<file path="config.mk">
export PLATFORM = sky130hd
export DESIGN_NAME = hue_sequencer
export DESIGN_NICKNAME = d
export VERILOG_FILES = /design/src/rtl/color_pkg.sv /design/src/rtl/period_timer.sv /design/src/rtl/hue_sequencer.sv
export SDC_FILE = /design/constraint.sdc
export NUM_CORES = 1
export LEC_CHECK = 0
export CAP_MARGIN = 20
export CORE_UTILIZATION = 45
export CTS_CLUSTER_DIAMETER = 150
export CTS_CLUSTER_SIZE = 25
export DETAILED_ROUTE_END_ITERATION = 7
export GPL_ROUTABILITY_DRIVEN = 0
export HOLD_SLACK_MARGIN = 0.1
export PLACE_DENSITY = 0.75
export SKIP_LAST_GASP = 1
export SYNTH_ARGS = -nofsm -noshare
export SYNTH_HDL_FRONTEND = slang
export SYNTH_SLANG_ARGS = --single-unit
</file>
<file path="constraint.sdc">
create_clock -name clk -period 3.25 [get_ports clk]
set_input_delay 0.325 -clock clk [delete_from_list [all_inputs] [get_ports clk]]
set_output_delay 0.325 -clock clk [all_outputs]
set_load 0.05 [all_outputs]
</file>
<file path="src/rtl/color_pkg.sv">
// Shared hue types: sextant encoding and the step to the next sextant.
// The sextant names read as <full channel>_<ramping channel><direction>.
package color_pkg;

    localparam int SEXTANT_COUNT = 6;

    typedef enum logic [2:0] {
        SX_R_GUP = 3'd0,
        SX_G_RDN = 3'd1,
        SX_G_BUP = 3'd2,
        SX_B_GDN = 3'd3,
        SX_B_RUP = 3'd4,
        SX_R_BDN = 3'd5
    } sextant_t;

    function automatic sextant_t next_sextant(input sextant_t s);
        if (s == SX_R_BDN) begin
            return SX_R_GUP;
        end
        return sextant_t'(s + 3'd1);
    endfunction

endpackage

</file>
<file path="src/rtl/period_timer.sv">
// PWM period timer: counts cycles within one period and flags its
// first cycle (period_start) and its last enabled cycle (period_end).
module period_timer #(
    parameter int PWM_INTERVAL = 1200
) (
    input  logic clk,
    input  logic rst_n,
    input  logic en,
    output logic period_start,
    output logic period_end
);

    localparam int CW = (PWM_INTERVAL > 1) ? $clog2(PWM_INTERVAL) : 1;
    localparam logic [CW-1:0] LAST = CW'(PWM_INTERVAL - 1);

    logic [CW-1:0] cyc_cnt;

    assign period_start = rst_n && en && (cyc_cnt == '0);
    assign period_end   = rst_n && en && (cyc_cnt == LAST);

    // Cycle counter: advances only when enabled, wraps at the period end.
    always_ff @(posedge clk) begin
        if (!rst_n) begin
            cyc_cnt <= '0;
        end else if (en) begin
            cyc_cnt <= (cyc_cnt == LAST) ? '0 : cyc_cnt + 1'b1;
        end
    end

endmodule

</file>
<file path="src/rtl/hue_sequencer.sv">
// Hue wheel sequencer: ramps one RGB channel per sextant in fixed duty
// steps, updating duties only at PWM period boundaries.
module hue_sequencer
    import color_pkg::*;
#(
    parameter  int PWM_INTERVAL = 1200,
    parameter  int RAMP_STEPS   = 100,
    parameter  int STEP_PERIODS = 20,
    localparam int DW           = $clog2(PWM_INTERVAL + 1)
) (
    input  logic          clk,
    input  logic          rst_n,
    input  logic          en,
    output logic [DW-1:0] duty_r,
    output logic [DW-1:0] duty_g,
    output logic [DW-1:0] duty_b,
    output logic          period_start,
    output logic [2:0]    sextant
);

    localparam int DUTY_STEP = PWM_INTERVAL / RAMP_STEPS;
    localparam int PW = (STEP_PERIODS > 1) ? $clog2(STEP_PERIODS) : 1;
    localparam int SW = (RAMP_STEPS > 1) ? $clog2(RAMP_STEPS) : 1;
    localparam logic [DW-1:0] STEP = DW'(DUTY_STEP);
    localparam logic [DW-1:0] FULL = DW'(PWM_INTERVAL);
    localparam logic [PW-1:0] PER_LAST = PW'(STEP_PERIODS - 1);
    localparam logic [SW-1:0] STEP_LAST = SW'(RAMP_STEPS - 1);

    if (PWM_INTERVAL % RAMP_STEPS != 0) begin : g_bad_step
        $error("PWM_INTERVAL must be an exact multiple of RAMP_STEPS");
    end

    logic          period_end;
    logic          step_evt;
    logic          sext_wrap;
    logic [PW-1:0] per_cnt;
    logic [SW-1:0] step_cnt;
    sextant_t      state;
    sextant_t      state_n;
    logic [DW-1:0] r_n;
    logic [DW-1:0] g_n;
    logic [DW-1:0] b_n;

    period_timer #(
        .PWM_INTERVAL(PWM_INTERVAL)
    ) u_timer (
        .clk         (clk),
        .rst_n       (rst_n),
        .en          (en),
        .period_start(period_start),
        .period_end  (period_end)
    );

    assign step_evt  = period_end && (per_cnt == PER_LAST);
    assign sext_wrap = step_evt && (step_cnt == STEP_LAST);
    assign sextant   = state;

    // Period and step counters, sextant state and duty registers.
    always_ff @(posedge clk) begin
        if (!rst_n) begin
            per_cnt  <= '0;
            step_cnt <= '0;
            state    <= SX_R_GUP;
            duty_r   <= FULL;
            duty_g   <= '0;
            duty_b   <= '0;
        end else begin
            if (period_end) begin
                per_cnt <= (per_cnt == PER_LAST) ? '0 : per_cnt + 1'b1;
            end
            if (step_evt) begin
                step_cnt <= (step_cnt == STEP_LAST) ? '0 : step_cnt + 1'b1;
            end
            state  <= state_n;
            duty_r <= r_n;
            duty_g <= g_n;
            duty_b <= b_n;
        end
    end

    // Ramp the active channel on each step; advance sextant at its end.
    always_comb begin
        state_n = state;
        r_n     = duty_r;
        g_n     = duty_g;
        b_n     = duty_b;
        if (step_evt) begin
            unique case (state)
                SX_R_GUP: g_n = duty_g + STEP;
                SX_G_RDN: r_n = duty_r - STEP;
                SX_G_BUP: b_n = duty_b + STEP;
                SX_B_GDN: g_n = duty_g - STEP;
                SX_B_RUP: r_n = duty_r + STEP;
                SX_R_BDN: b_n = duty_b - STEP;
                default:  state_n = SX_R_GUP;
            endcase
            if (sext_wrap) begin
                state_n = next_sextant(state);
            end
        end
    end

endmodule

</file>
==> results.md <==
Pwr:
- The leakage power is approximately 1.4 nW.
- Of the total power, registers draw a little under three fifths.
- In this run, the clock network consumes between 30% and 40% of the power.
- Combinational logic is responsible for about 4.7% of the overall power.
- Net switching is 23.5% of the power.
- Across the VDD grid, the largest voltage drop is roughly 240 uV.
- The internal power summed over all cells is 894 uW.
- Power spread over the standard cell area amounts to 302 nW/um^2.
- In this run the power spent charging and discharging nets is between 200 and 300 uW.

Detailed routing:
- In the final routed layout, each cell accounts on average for 13.4 um.
- Summing over every cut layer, the via total after detailed routing is approximately 2900.
- The post-detailed-route DRC marker count is 0.
- Using the TritonRoute via totals, the vias-per-cell ratio works out to 5.55.
- The number of iterations in the first detailed-routing pass is 5.
- The remaining number of nets flagged by the antenna check after routing is 0.
- Summed over all layers, the routed wires come to around 7.1 mm.
- In this run, the number of DRC markers left after iteration 0 of detailed routing was roughly 120.

Clocking:
- The clock insertion delay at the later pin of the skew report is between 0.3 and 0.4 ns.
- TritonCTS built the clock tree.
- Post-CTS timing repair inserted 0 buffers for setup.
- The clock passes through at most 2 buffers.
- TritonCTS created 5 clock buffers.
- The cell at the root of the clock tree is sky130_fd_sc_hd__clkbuf_8.
- In this run, post-CTS repair resized a total of 0 instances.
- The count of hold buffers inserted by post-cts repair is 0.
- CTS built an H-tree with a depth of 2.
- Counting every sink on the clock net gives 53.
- The clock transition at the registers of the reported paths is around 0.1 ns.

STA:
- Across the routed clock network, the largest skew measured is between 0.003 and 0.004 ns.
- For the final routed database, the setup TNS stands at 0 ns.
- Setup repair after global routing left no endpoint under its margin.
- The final critical-path share of the clock period is a little over four fifths.
- Hold is met by approximately 0.47 ns.
- The hold violation count in the final report was 0.
- Setup violations remaining at the end of the flow were counted as 0.
- The final count of pins violating max slew is 0.
- The shortest period the worst path allows is roughly 2.7 ns.
- For the pin with the worst max-slew slack, the measured transition is 0.547 ns.
- Measured against its own limit, the worst slew margin works out to between 60% and 70%.
- The achievable clock frequency is ~370 MHz.
- After layout, the worst setup slack is ~0.52 ns.

Global route:
- The total congestion overflow after global routing is 0.
- The number of antenna violations at the first check in global routing is 0.
- The first global-routing pass estimated 12.2 mm of wire.
- The largest net degree at the start of global routing is 38.
- The via count of the first global-routing pass came to around 2700.
- The total global-route track usage is ~19%.

Floorplan:
- Pin placement for this block handled 40 I/O pins.
- The full die area is 8010 um^2.
- Measured along the y axis, the die boundary spans 89.5 um.
- The initial standard-cell utilization of the core is a little under half.
- The area of the core is roughly 7300 um^2.
- In this run the core area contains 31 standard-cell rows.
- From left edge to right edge, the die measures slightly below 90 um.

Place:
- The pre-CTS worst setup slack is 0.558 ns.
- The placed cell area is around 3800 um^2.
- The number of buffers added on ports is 33.
- Detailed placement finished with a half-perimeter wire length of 5.02 mm.

Yosys:
- Each instance of the synthesized netlist takes up on average around 8.4 um^2.
- The count of cell types in the netlist is 67.
- Summed over all instances, the cell type with the most area after synthesis is sky130_fd_sc_hd__dfxtp_1.
- The synthesized netlist occupies a cell area of roughly 3400 um^2.
- Yosys printed 0 warnings.
- After synthesis, the cell types taking the most area are sky130_fd_sc_hd__dfxtp_1 (31%), sky130_fd_sc_hd__mux2i_1 (5.5%), sky130_fd_sc_hd__ha_1 (5.5%).
- The most used flip-flop cell after synthesis is sky130_fd_sc_hd__dfxtp_1.
- Counting instances in the post-synthesis netlist gives the leading cell types as sky130_fd_sc_hd__dfxtp_1 (53), sky130_fd_sc_hd__nor2_1 (41), sky130_fd_sc_hd__nand2_1 (33).
- The post-synthesis async set-or-reset flop share is 0%.
- In this run, synthesis inferred 0 flip-flops with an integrated enable.
- Synthesis inferred 53 register bits.
- The share of synthesized area in the top cell type comes to between 30% and 40%.
- The post-synthesis instance total is 409.
- The proportion of synthesized chip area in sequential cells is slightly above 30%.
- The dominant cell by count in the synthesized netlist is sky130_fd_sc_hd__dfxtp_1.

Finish:
- The area occupied by registers is around 1100 um^2.
- The net count of the finished layout is approximately 450.
- Measured on the finished design, the core utilization comes to around 53%.
- The area growth from synthesis to layout is 12.2%.
- Summing all non-filler instances in the final layout gives an area of about 3900 um^2.
- The total of fill cells in the finished design is 680.
- In the final layout, the multi-input gates occupy about 2200 um^2.
- The total inserted antenna cells is 0.
- The post-route netlist has about 6.3% of its cells at a drive strength greater than 1.

Critical path:
- In this run the worst setup path begins at sextant[0]$_SDFFE_PN0P_.
- The endpoint identified for the worst register-to-register timing path is duty_g[9]$_SDFFE_PN0P_.
- The largest driver fanout on the critical path is 12.
- The worst setup path is captured at a flip-flop.
- The flop-to-flop setup slack is approximately 0.52 ns.
- The class of the most critical setup path is reg -> reg.
- The nature of the critical path startpoint is a flip-flop.
- The required time of the worst setup path is 3.51 ns.
- Measured in cells, the most critical reg-to-reg path has a length of 7.
- In this run the critical register-to-register path is launched from sextant[0]$_SDFFE_PN0P_.
- The data arrival time of the critical path is approximately 3.0 ns.

Outcome:
- The flow ran to the end, and the final reports show no timing, DRC or antenna violations.

Job:
- The number of violations of the max-capacitance limit is 0.

Hold path:
- The number of cells traversed by the worst hold path is 2.
- In this run the worst hold path is classified as reg -> reg.
- The startpoint of the lowest-slack hold path is duty_b[10]$_SDFFE_PN0P_.
- The worst hold path terminates at duty_b[10]$_SDFFE_PN0P_.
## state kept, by name (all words and copies together) (netlist names)
signal / count
duty_r: 9
per_cnt: 5
sextant: 3
u_timer.cyc_cnt: 11
duty_b: 9
duty_g: 9
step_cnt: 7
## metal layers
layer / vias up / global-route usage [%] / wire [um]
met5: - / 0 / 0
met4: 0 / 5.77 / 42
met3: 4 / 3.05 / 269
met2: 56 / 33.5 / 3310
met1: 1397 / 24.7 / 3450
li1: 1473 / - / -
## cell usage in the layout, fill, tap and decap left out, types with 5 or more instances in the layout
| cell type | count |
|---|---|
| sky130_fd_sc_hd__a21oi_1 | 17 |
| sky130_fd_sc_hd__and3_1 | 5 |
| sky130_fd_sc_hd__buf_4 | 7 |
| sky130_fd_sc_hd__clkbuf_8 | 5 |
| sky130_fd_sc_hd__clkdlybuf4s50_1 | 32 |
| sky130_fd_sc_hd__conb_1 | 6 |
| sky130_fd_sc_hd__dfxtp_1 | 53 |
| sky130_fd_sc_hd__ha_1 | 15 |
| sky130_fd_sc_hd__inv_1 | 11 |
| sky130_fd_sc_hd__mux2i_1 | 19 |
| sky130_fd_sc_hd__nand2_1 | 33 |
| sky130_fd_sc_hd__nand2b_1 | 13 |
| sky130_fd_sc_hd__nand3_1 | 18 |
| sky130_fd_sc_hd__nand4_1 | 12 |
| sky130_fd_sc_hd__nor2_1 | 41 |
| sky130_fd_sc_hd__nor3_1 | 6 |
| sky130_fd_sc_hd__o211ai_1 | 6 |
| sky130_fd_sc_hd__o21ai_0 | 13 |
| sky130_fd_sc_hd__or3_1 | 5 |
| sky130_fd_sc_hd__xnor2_1 | 17 |
| sky130_fd_sc_hd__xor2_1 | 18 |
## critical path, cell delays in order, from the launching register on
cell and delay (ns):
sky130_fd_sc_hd__dfxtp_1 0.57, sky130_fd_sc_hd__and2_1 0.21, sky130_fd_sc_hd__ha_1 0.41, sky130_fd_sc_hd__nor2b_1 0.12, sky130_fd_sc_hd__a221o_1 0.43, sky130_fd_sc_hd__or3b_1 0.39
sky130_fd_sc_hd__a221oi_1 0.31, sky130_fd_sc_hd__mux2i_1 0.21
## stage by stage
stage,instances,total power [mW]
5_1_grt,528,1.22
3_3_place_gp,521,0.724
3_5_place_dp,521,0.725
6_report,528,1.17
4_1_cts,528,1.18
2_1_floorplan,414,0.719
## area by class of cell
| class | instances | area share (%) |
|---|---|---|
| multi-input combinational | 318 | 55.7 |
| sequential | 53 | 27.5 |
| timing repair buffer | 39 | 9.65 |
| tap | 99 | 3.21 |
| clock buffer | 5 | 1.78 |
| inverter | 12 | 1.17 |
| clock inverter | 2 | 1.00 |
## logic make-up after synthesis
kind of cell | count (synthesis) | synth area share [%]
AND/OR/NAND/NOR | 170 | 26.8
AO/OA/AOI/OAI | 69 | 13.7
flip-flops | 53 | 30.8
buffers and inverters | 43 | 7.19
XOR/XNOR | 35 | 8.90
multiplexers | 22 | 6.50
adder cells (fa/ha/maj) | 16 | 6.03
other | 1 | 0.109
## power by group through the flow
stage | Clock, mW | Combinational (mW) | Sequential (mW)
6_report | 0.459 | 0.0551 | 0.655
5_1_grt | 0.499 | 0.0606 | 0.655
4_1_cts | 0.470 | 0.0553 | 0.655
3_5_place_dp | 0 | 0.0551 | 0.670
3_3_place_gp | 0 | 0.0541 | 0.669
2_1_floorplan | 0 | 0.0495 | 0.669
## worst max path at each step
stage / to / slack, ns
CTS: duty_g[9]$_SDFFE_PN0P_ / 0.53
finish: duty_g[9]$_SDFFE_PN0P_ / 0.52
floorplan: duty_r[10]$_SDFFE_PN1P_ / 0.25
global route: duty_g[9]$_SDFFE_PN0P_ / 0.32
detailed placement: duty_r[10]$_SDFFE_PN1P_ / 0.56
global placement: duty_g[9]$_SDFFE_PN0P_ / 0.66
(Power assumes the default switching activity.)
